===== src/rtl/pipe_hazard_ctrl_pkg.sv =====
// Shared encodings for the pipeline hazard sequencer: next-PC ops, PC source select, FSM states.
package pipe_hazard_ctrl_pkg;

  typedef enum logic [1:0] {
    NPC_SEQ  = 2'b00,
    NPC_BR   = 2'b01,
    NPC_JAL  = 2'b10,
    NPC_JALR = 2'b11
  } npc_op_t;

  typedef enum logic [1:0] {
    PC_PLUS4 = 2'b00,
    PC_TGT   = 2'b01,
    PC_JALR  = 2'b10
  } pc_src_t;

  typedef enum logic [1:0] {
    ST_RUN      = 2'b00,
    ST_MEM_WAIT = 2'b01,
    ST_FAULT    = 2'b10
  } state_t;

endpackage


===== src/rtl/pipe_hazard_ctrl_hazard_detect.sv =====
// Combinational hazard sources: EX-stage taken branch/jump and ID-stage load-use dependency.
module pipe_hazard_ctrl_hazard_detect
  import pipe_hazard_ctrl_pkg::*;
#(
  parameter int REG_AW = 5
) (
  input  logic [1:0]        npc_op,
  input  logic              alu_f,
  input  logic [REG_AW-1:0] id_rs1,
  input  logic [REG_AW-1:0] id_rs2,
  input  logic              id_rs1_used,
  input  logic              id_rs2_used,
  input  logic [REG_AW-1:0] ex_rd,
  input  logic              ex_mem_read,
  output logic              lduse,
  output logic              taken
);

  assign taken = ((npc_op == NPC_BR) & alu_f) | (npc_op == NPC_JAL) | (npc_op == NPC_JALR);

  // x0 is hardwired to zero, so a load targeting it never creates a dependency
  assign lduse = ex_mem_read & (ex_rd != '0) &
                 ((id_rs1_used & (id_rs1 == ex_rd)) | (id_rs2_used & (id_rs2 == ex_rd)));

endmodule


===== src/rtl/pipe_hazard_ctrl.sv =====
// Stall/flush sequencer: merges memory wait, taken branches and load-use into pipeline
// register enables, bubble strobes and PC redirect, with wait timeout and perf counters.
module pipe_hazard_ctrl
  import pipe_hazard_ctrl_pkg::*;
#(
  parameter int REG_AW       = 5,
  parameter int WAIT_TIMEOUT = 255,
  parameter int CNT_W        = 32
) (
  input  logic              clk,
  input  logic              rst_n,
  input  logic [1:0]        npc_op,
  input  logic              alu_f,
  input  logic [REG_AW-1:0] id_rs1,
  input  logic [REG_AW-1:0] id_rs2,
  input  logic              id_rs1_used,
  input  logic              id_rs2_used,
  input  logic [REG_AW-1:0] ex_rd,
  input  logic              ex_mem_read,
  input  logic              dmem_req,
  input  logic              dmem_ready,
  output logic              pc_we,
  output logic              ifid_we,
  output logic              idex_we,
  output logic              exmem_we,
  output logic              memwb_we,
  output logic              flush_ifid,
  output logic              flush_idex,
  output logic              redirect,
  output logic [1:0]        pc_src,
  output logic              timeout,
  output logic [CNT_W-1:0]  stall_cnt,
  output logic [CNT_W-1:0]  flush_cnt
);

  state_t           state_q, state_d;
  logic [CNT_W-1:0] wait_cnt_q, wait_cnt_d;
  logic             timeout_q;
  logic             lduse, taken, mem_stall;

  assign mem_stall = dmem_req & ~dmem_ready;

  pipe_hazard_ctrl_hazard_detect #(.REG_AW(REG_AW)) u_hazard_detect (
    .npc_op      (npc_op),
    .alu_f       (alu_f),
    .id_rs1      (id_rs1),
    .id_rs2      (id_rs2),
    .id_rs1_used (id_rs1_used),
    .id_rs2_used (id_rs2_used),
    .ex_rd       (ex_rd),
    .ex_mem_read (ex_mem_read),
    .lduse       (lduse),
    .taken       (taken)
  );

  always_comb begin
    pc_we      = 1'b1;
    ifid_we    = 1'b1;
    idex_we    = 1'b1;
    exmem_we   = 1'b1;
    memwb_we   = 1'b1;
    flush_ifid = 1'b0;
    flush_idex = 1'b0;
    redirect   = 1'b0;
    pc_src     = PC_PLUS4;
    if ((state_q == ST_FAULT) || mem_stall) begin
      pc_we    = 1'b0;
      ifid_we  = 1'b0;
      idex_we  = 1'b0;
      exmem_we = 1'b0;
      memwb_we = 1'b0;
    end else if (taken) begin
      flush_ifid = 1'b1;
      flush_idex = 1'b1;
      redirect   = 1'b1;
      pc_src     = (npc_op == NPC_JALR) ? PC_JALR : PC_TGT;
    end else if (lduse) begin
      pc_we      = 1'b0;
      ifid_we    = 1'b0;
      flush_idex = 1'b1;
    end
  end

  // wait_cnt counts consecutive stalled cycles, including the one that entered MEM_WAIT
  always_comb begin
    state_d    = state_q;
    wait_cnt_d = wait_cnt_q;
    case (state_q)
      ST_RUN: begin
        if (mem_stall) begin
          state_d    = ST_MEM_WAIT;
          wait_cnt_d = CNT_W'(1);
        end
      end
      ST_MEM_WAIT: begin
        if (!mem_stall) begin
          state_d    = ST_RUN;
          wait_cnt_d = '0;
        end else if (wait_cnt_q == CNT_W'(WAIT_TIMEOUT)) begin
          state_d = ST_FAULT;
        end else begin
          wait_cnt_d = wait_cnt_q + CNT_W'(1);
        end
      end
      ST_FAULT: ;
      default: begin
        state_d    = ST_RUN;
        wait_cnt_d = '0;
      end
    endcase
  end

  always_ff @(posedge clk or negedge rst_n) begin
    if (!rst_n) begin
      state_q    <= ST_RUN;
      wait_cnt_q <= '0;
      timeout_q  <= 1'b0;
      stall_cnt  <= '0;
      flush_cnt  <= '0;
    end else begin
      state_q    <= state_d;
      wait_cnt_q <= wait_cnt_d;
      timeout_q  <= timeout_q | (state_d == ST_FAULT);
      if ((state_q != ST_FAULT) && !pc_we && !(&stall_cnt))
        stall_cnt <= stall_cnt + CNT_W'(1);
      if (redirect && !(&flush_cnt))
        flush_cnt <= flush_cnt + CNT_W'(1);
    end
  end

  assign timeout = timeout_q;

endmodule


===== config.mk =====
export PLATFORM = sky130hd
export DESIGN_NAME = pipe_hazard_ctrl
export DESIGN_NICKNAME = d
export VERILOG_FILES = /design/src/rtl/pipe_hazard_ctrl_pkg.sv /design/src/rtl/pipe_hazard_ctrl_hazard_detect.sv /design/src/rtl/pipe_hazard_ctrl.sv
export SDC_FILE = /design/constraint.sdc
export NUM_CORES = 1
export LEC_CHECK = 0
export CAP_MARGIN = 30
export CORE_UTILIZATION = 52
export DETAILED_ROUTE_END_ITERATION = 16
export PLACE_DENSITY_LB_ADDON = 0.3
export RECOVER_POWER = 100
export SYNTH_ARGS = -nofsm -noshare
export SYNTH_HDL_FRONTEND = slang
export SYNTH_SLANG_ARGS = --single-unit

===== constraint.sdc =====
create_clock -name clk -period 2.2 [get_ports clk]
set_input_delay 0.44 -clock clk [delete_from_list [all_inputs] [get_ports clk]]
set_output_delay 0.44 -clock clk [all_outputs]
set_load 0.02 [all_outputs]

==> reports/results.txt, run 1 <==
Routed Antenna Nets: 0
DR WL met3: 588 um
initial antenna violation count: 0
Area Overhead vs Synth: 36.2%
Die H: 101 um
Cell Rows: 35
Max Clock Skew: 0.0141 ns
Fin. Hold Viols: 0
CTS Buf Count: 9
Antenna diodes: 0
Crit. End Element: register
Setup CP Type: reg -> reg
Post-route DRC: 0
drt first-iter violations: 215
Pleak: 2.96 nW
CTS max path bufs: 2
ys async rst share: 1.00
Least-Margin Pin Slew: 1.03 ns
1st-pass router iterations: 7
top post-synthesis cells by area: dfrtp_1 (48%), xnor2_1 (12%), nand4_1 (4.9%)
most frequent cell after synthesis: dfrtp_1
DR top layer: met4
CTS tree: done
R2R cell count: 8
main combinational cell family by area after synthesis: simple AND/OR/NAND/NOR gates
syn_nets: 554
run status: finished, final reports clean
Place WS: -0.893 ns
WL met2: 6690 um
routed vias: 4696
Die Footprint: 10300 um^2
RSZ-0062 raised after global routing: true
first-pass GRT wire length: 21500 um
max cap viols: 0
I/O pins: 100
CP arrival: 2.41 ns
Crit path required time: 2.45 ns
mux cell area share after synthesis: 0.00657
Yosys cell types: 47
post-DP HPWL: 9570 um
setup violators final: 0
maximum clock rate: 0.463 GHz
Final Slew Violations: 0
YS warnings: 0
setup TNS: 0 ns
post-synth top area cell: dfrtp_1
CP max FO: 5
EDFF count, synth: 0
# hold bufs at CTS: 0
via density per instance: 5.75
Max-slew headroom: 0.316
Starting Density: 0.546
synth cell count leaders: dfrtp_1 (99), xnor2_1 (71), nor2_1 (51)
compound-cell area share of the yosys netlist: 0.0599
Power Dens Cells: 622 nW/um^2
WL met1: 5690 um
share of post-route cells with drive strength above 1: 0.183
vias in the first global route: 4528
Post-Synth XOR/XNOR Area: 0.150
clk slew on worst S/H paths: 0.10 ns
Port Buf Inserts: 99
fin area: 7000 um^2
Synth Register Bits: 99
All-Layer GR Usage: 0.267
clk sinks: 99
Simple-Gate Fraction of Synth Area: 0.268
Main synth FF type: dfrtp_1
Worst setup SP type: register
Mean Syn Cell Area: 9.77 um^2
final worst slack: 0.0409 ns
hold crit path type: in -> async
die width: 101 um
DR WL/cell: 16.2 um
placed cell area: 6650 um^2
Post-Syn Instances: 526
Core ar.: 9420 um^2
H-tree Lvls: 3
largest net degree at the start of global routing: 43
Yosys top cell area share: 0.482
Tmin final: 2.16 ns
Placer Congestion: 0.921
clock root buffer: clkbuf_8
Routed WL: 13300 um
Synth Cell Area: 5140 um^2
total global routing overflow: 0
post-synthesis adder-cell area fraction: 0.00730
peak supply drop: 0.496 mV
worst skew pair latency: 0.37 ns
nets: 712
fin crit share: 0.981
sequential fraction of the synthesis area: 0.482
-- sequential cells by signal, summed over array words and instances, names as in the netlist --
register    count
flush_cnt      32
stall_cnt      32
wait_cnt_q     32
state_q         2
timeout         1
-- power by group --
part           internal [mW]  total (mW)  switching [mW]  leakage, nW
Sequential              1.94        2.07           0.130         1.35
Combinational          0.483       0.987           0.503         1.51
Clock                  0.669        1.30           0.628        0.110
Total                   3.09        4.35            1.26         2.96
-- metrics by stage --
stage,std cells,utilization,hold slack (ns),total power [mW]
3_5_place_dp,795,0.706,0.429,3.07
4_1_cts,812,0.734,0.0298,4.34
6_report,817,0.744,0.164,4.35
3_3_place_gp,795,0.706,0.424,3.04
2_1_floorplan,526,-,0.144,2.54
5_1_grt,817,0.744,0.236,4.54
-- area by class of cell --
| cell class | instances | area, um^2 |
|---|---|---|
| clock buffers | 11 | 141 |
| clock inverters | 4 | 73.8 |
| fillers | 656 | 2410 |
| inverters | 12 | 45.0 |
| multi-input cells | 398 | 2680 |
| flip-flops and latches | 99 | 2480 |
| well taps | 129 | 161 |
| repair buffers | 164 | 1430 |
-- cell usage in the layout (no fill, tap or decap), types with 15 or more instances in the layout --
cell type	synthesis	routed
nand2_1	46	45
nand3_1	35	34
nor2_1	51	49
buf_4	4	61
xor2_1	17	17
clkdlybuf4s50_1	0	70
nand4_1	40	40
and3_1	20	20
dfrtp_1	99	99
xnor2_1	71	70
o21ai_0	16	15
-- cells by family after synthesis --
| logic type | after synthesis |
|---|---|
| xor+xnor | 88 |
| buf+inv | 29 |
| flops | 99 |
| mux | 3 |
| simple gates | 260 |
| fa+ha+maj | 3 |
| compound gates | 44 |
-- layer usage --
metal	up-vias	GRT usage
met3	26	0.0449
met1	2356	0.351
li1	2174	-
met2	140	0.448
met4	0	0.0948
met5	-	0
-- path summary, 6_finish.rpt --
kind	start	end	slack, ns
max	wait_cnt_q[0]	wait_cnt_q[24]	0.04
min	rst_n	flush_cnt[30]	0.16
max reg2reg	wait_cnt_q[0]	wait_cnt_q[24]	0.04
min reg2reg	timeout	timeout	0.49
max in group asynchronous	rst_n	wait_cnt_q[31]	0.48
min in group clk	timeout	timeout	0.49
-- repair_timing --
action	in CTS	in global routing
pin swaps	8	9
setup endpoints to repair	53	54
buffers inserted	1	5
gates cloned	1	0
resized for setup	69	33
-- worst max-delay path, cell delays in order, from the launching register on --
cell and delay (ns):
dfrtp_1 0.42, ha_2 0.22, nand4_1 0.18, or3_4 0.45, o41ai_4 0.31, buf_4 0.22, nor3_1 0.07, xnor2_1 0.14
nor2_1 0.05
Note: power is estimated with default switching activity, not from simulation.
==> run 2, diff against run 1 <==
- CAP_MARGIN: 30 -> default
- CORE_UTILIZATION: 52 -> 53
- REMOVE_ABC_BUFFERS: default -> 1
- SYNTH_HIERARCHICAL: default -> 1
==> run 2 against run 1 <==
  * The run now ends with capacitance limit, slew limit left
  * Register-to-register slack improved by 0.03 ns
  * Final cell count up 7.0%
  * Global-route usage increased by 0.68 points
  * Flip-flop and latch count is the same
  * Clock power decreased by 12%
  * Routed wire length grew 10%
  * Cell area is 5.8% higher
  * Largest cell class unchanged
==> reports/results.txt, run 2 <==
CTS max path bufs: 2 (unchanged)
H-tree Lvls: 3 (unchanged)
1st-pass router iterations: 5 (-2)
Pleak: 3.18 nW (+7.3%)
Routed Antenna Nets: 0 (unchanged)
most frequent cell after synthesis: dfrtp_1
CTS Buf Count: 9 (unchanged)
R2R cell count: 5 (-3)
nets: 765 (+7.4%)
Power Dens Cells: 565 nW/um^2 (-9.2%)
RSZ-0062 raised after global routing: true
commonest non-fill, non-tap cell in the layout: dfrtp_1
Place WS: -0.918 ns (-0.0250 ns)
Placer Congestion: 0.965 (+4.8%)
post-DP HPWL: 10200 um (+6.9%)
Cell Rows: 36 (+2.9%)
most frequent cells in the layout: dfrtp_1 (99), clkdlybuf4s50_1 (73), buf_4 (68)
# hold bufs at CTS: 0 (unchanged)
largest net degree at the start of global routing: 37 (-14%)
maximum clock rate: 0.463 GHz (about the same)
Synth Register Bits: 99 (unchanged)
Crit. End Element: register
Fin. Hold Viols: 0 (unchanged)
Die H: 103 um (+1.8%)
Yosys cell types: 58 (+23%)
CTS tree: done
Area Overhead vs Synth: 36.2% (about the same)
hold crit path type: reg -> reg
footprint of the multi-input gates: 3050 um^2 (+14%)
final worst slack: 0.0390 ns (-0.00184 ns)
Layout fillers: 643 (-2.0%)
Starting Density: 0.551 (+0.00507)
Crit path required time: 2.44 ns (about the same)
first-pass GRT wire length: 22600 um (+5.2%)
Mean Syn Cell Area: 9.39 um^2 (-3.9%)
All-Layer GR Usage: 0.274 (+0.00683)
Port Buf Inserts: 99 (unchanged)
vias in the first global route: 4788 (+5.7%)
Antenna diodes: 0 (unchanged)
Top Registers: flush_cnt x32, stall_cnt x32, wait_cnt_q x32
Die Footprint: 10700 um^2 (+3.7%)
share of post-route cells with drive strength above 1: 0.217 (+0.0341)
Least-Margin Pin Slew: 1.92 ns (+0.894 ns)
top post-synthesis cells by area: dfrtp_1 (46%), xor2_1 (7.7%), xnor2_1 (5.2%)
Max Clock Skew: 0.0152 ns (+0.00112 ns)
ys async rst share: 1.00 (unchanged)
CP arrival: 2.41 ns (about the same)
Final Slew Violations: 36 (+36)
YS warnings: 6 (+6)
Worst setup SP type: input pin
run status: complete, but fails checks
Setup CP Type: in -> reg
setup violators final: 0 (unchanged)
die width: 103 um (+1.8%)
Tmin final: 2.16 ns (+0.00184 ns)
Core ar.: 9860 um^2 (+4.8%)
synth cell count leaders: dfrtp_1 (99), nand2_1 (61), xor2_1 (48)
sequential fraction of the synthesis area: 0.456 (-0.0262)
worst skew pair latency: 0.37 ns (about the same)
DR WL/cell: 16.7 um (+2.8%)
Max-slew headroom: -0.280 (-0.596)
peak supply drop: 0.553 mV (+12%)
setup TNS: 0 ns (unchanged)
max cap viols: 1 (+1)
failing checks: capacitance limit, slew limit
FF+latch area: 2480 um^2 (unchanged)
Synth Cell Area: 5440 um^2 (+5.7%)
fin crit share: 0.982 (about the same)
clk sinks: 99 (unchanged)
initial antenna violation count: 0 (unchanged)
routed vias: 5225 (+11%)
EDFF count, synth: 0 (unchanged)
total global routing overflow: 0 (unchanged)
Main synth FF type: dfrtp_1
I/O pins: 100 (unchanged)
Post-Syn Instances: 579 (+10%)
via density per instance: 5.98 (+4.0%)
Routed WL: 14600 um (+10%)
CP max FO: 6 (+1)
drt first-iter violations: 372 (+73%)
post-synth top area cell: dfrtp_1
Post-route DRC: 0 (unchanged)
Yosys top cell area share: 0.456 (-0.0262)
clock root buffer: clkbuf_8
clk slew on worst S/H paths: 0.09 ns (about the same)
Hold Crit Depth: 1
[run 2: cell types whose count changed in the layout (fill, tap and decap cells not counted), moves of 14 or more]
cell | previous run | this run
xnor2_1 | 70 | 31
xor2_1 | 17 | 46
nor2_1 | 49 | 29
nand2_1 | 45 | 61
nor4_1 | 7 | 21
nand4_1 | 40 | 25
[run 2: per-layer routing]
layer / up-vias / global-route usage / part of all wire
met5: - / 0 / 0
met4: 0 / 0.107 / 0.020
met3: 33 / 0.0464 / 0.065
met2: 257 / 0.425 / 0.48
met1: 2523 / 0.385 / 0.43
li1: 2412 / - / -
[run 2: layout make-up]
cell class                 instances  area share
clock buffer                      10      0.0172
clock inverter                     5     0.00744
inverter                          13     0.00659
multi-input combinational        445       0.412
sequential                        99       0.335
tap                              133      0.0225
timing repair buffer             169       0.200
[run 2: final timing paths]
| kind | startpoint | to | slack, ns |
|---|---|---|---|
| worst max-delay path | ex_rd[4] | stall_cnt[1] | 0.04 |
| worst max register to register | stall_cnt[3] | stall_cnt[1] | 0.07 |
| min in group asynchronous | rst_n | wait_cnt_q[15] | 0.60 |
| worst min register to register | flush_cnt[31] | flush_cnt[31] | 0.49 |
| max in group asynchronous | rst_n | wait_cnt_q[14] | 0.41 |
| worst min-delay path | flush_cnt[31] | flush_cnt[31] | 0.49 |
[run 2: power breakdown]
| part | leakage, nW | internal (mW) | switching (mW) |
|---|---|---|---|
| registers | 1.34 | 1.93 | 0.135 |
| clock network | 0.0881 | 0.517 | 0.626 |
| logic | 1.75 | 0.465 | 0.507 |
[run 2: what timing repair did]
item                                    in CTS  in global routing
pin swaps                                   11                 20
gates resized for setup                     81                 60
endpoints found under the setup margin      43                 43
setup buffers                                1                  2
[run 2: stage by stage]
stage	cell area, um^2	hold slack [ns]	utilization	power (mW)	instances
floorplan	5330	0.144	-	2.47	557
global placement	7000	0.426	0.709	3.00	856
detailed placement	7000	0.427	0.709	3.04	856
CTS	7210	0.0264	0.731	4.17	872
global route	7400	0.527	0.751	4.36	874
finish	7400	0.493	0.751	4.18	874
[run 2: worst max-delay path, stage by stage]
cell and delay, ns:
buf_4 0.13, or4_4 0.51, o21ai_2 0.14, a21oi_2 0.06, nor2b_4 0.14, buf_4 0.13
buf_6 0.10, o21a_4 0.21, buf_4 0.16, nand2_2 0.06, mux2_1 0.32
[run 2: logic make-up after synthesis]
logic type / count (synthesis) / share of synthesized area
mux: 6 / 0.0124
buf+inv: 35 / 0.0292
flops: 99 / 0.456
compound gates: 69 / 0.0789
fa+ha+maj: 3 / 0.00691
simple gates: 287 / 0.288
xor+xnor: 80 / 0.129
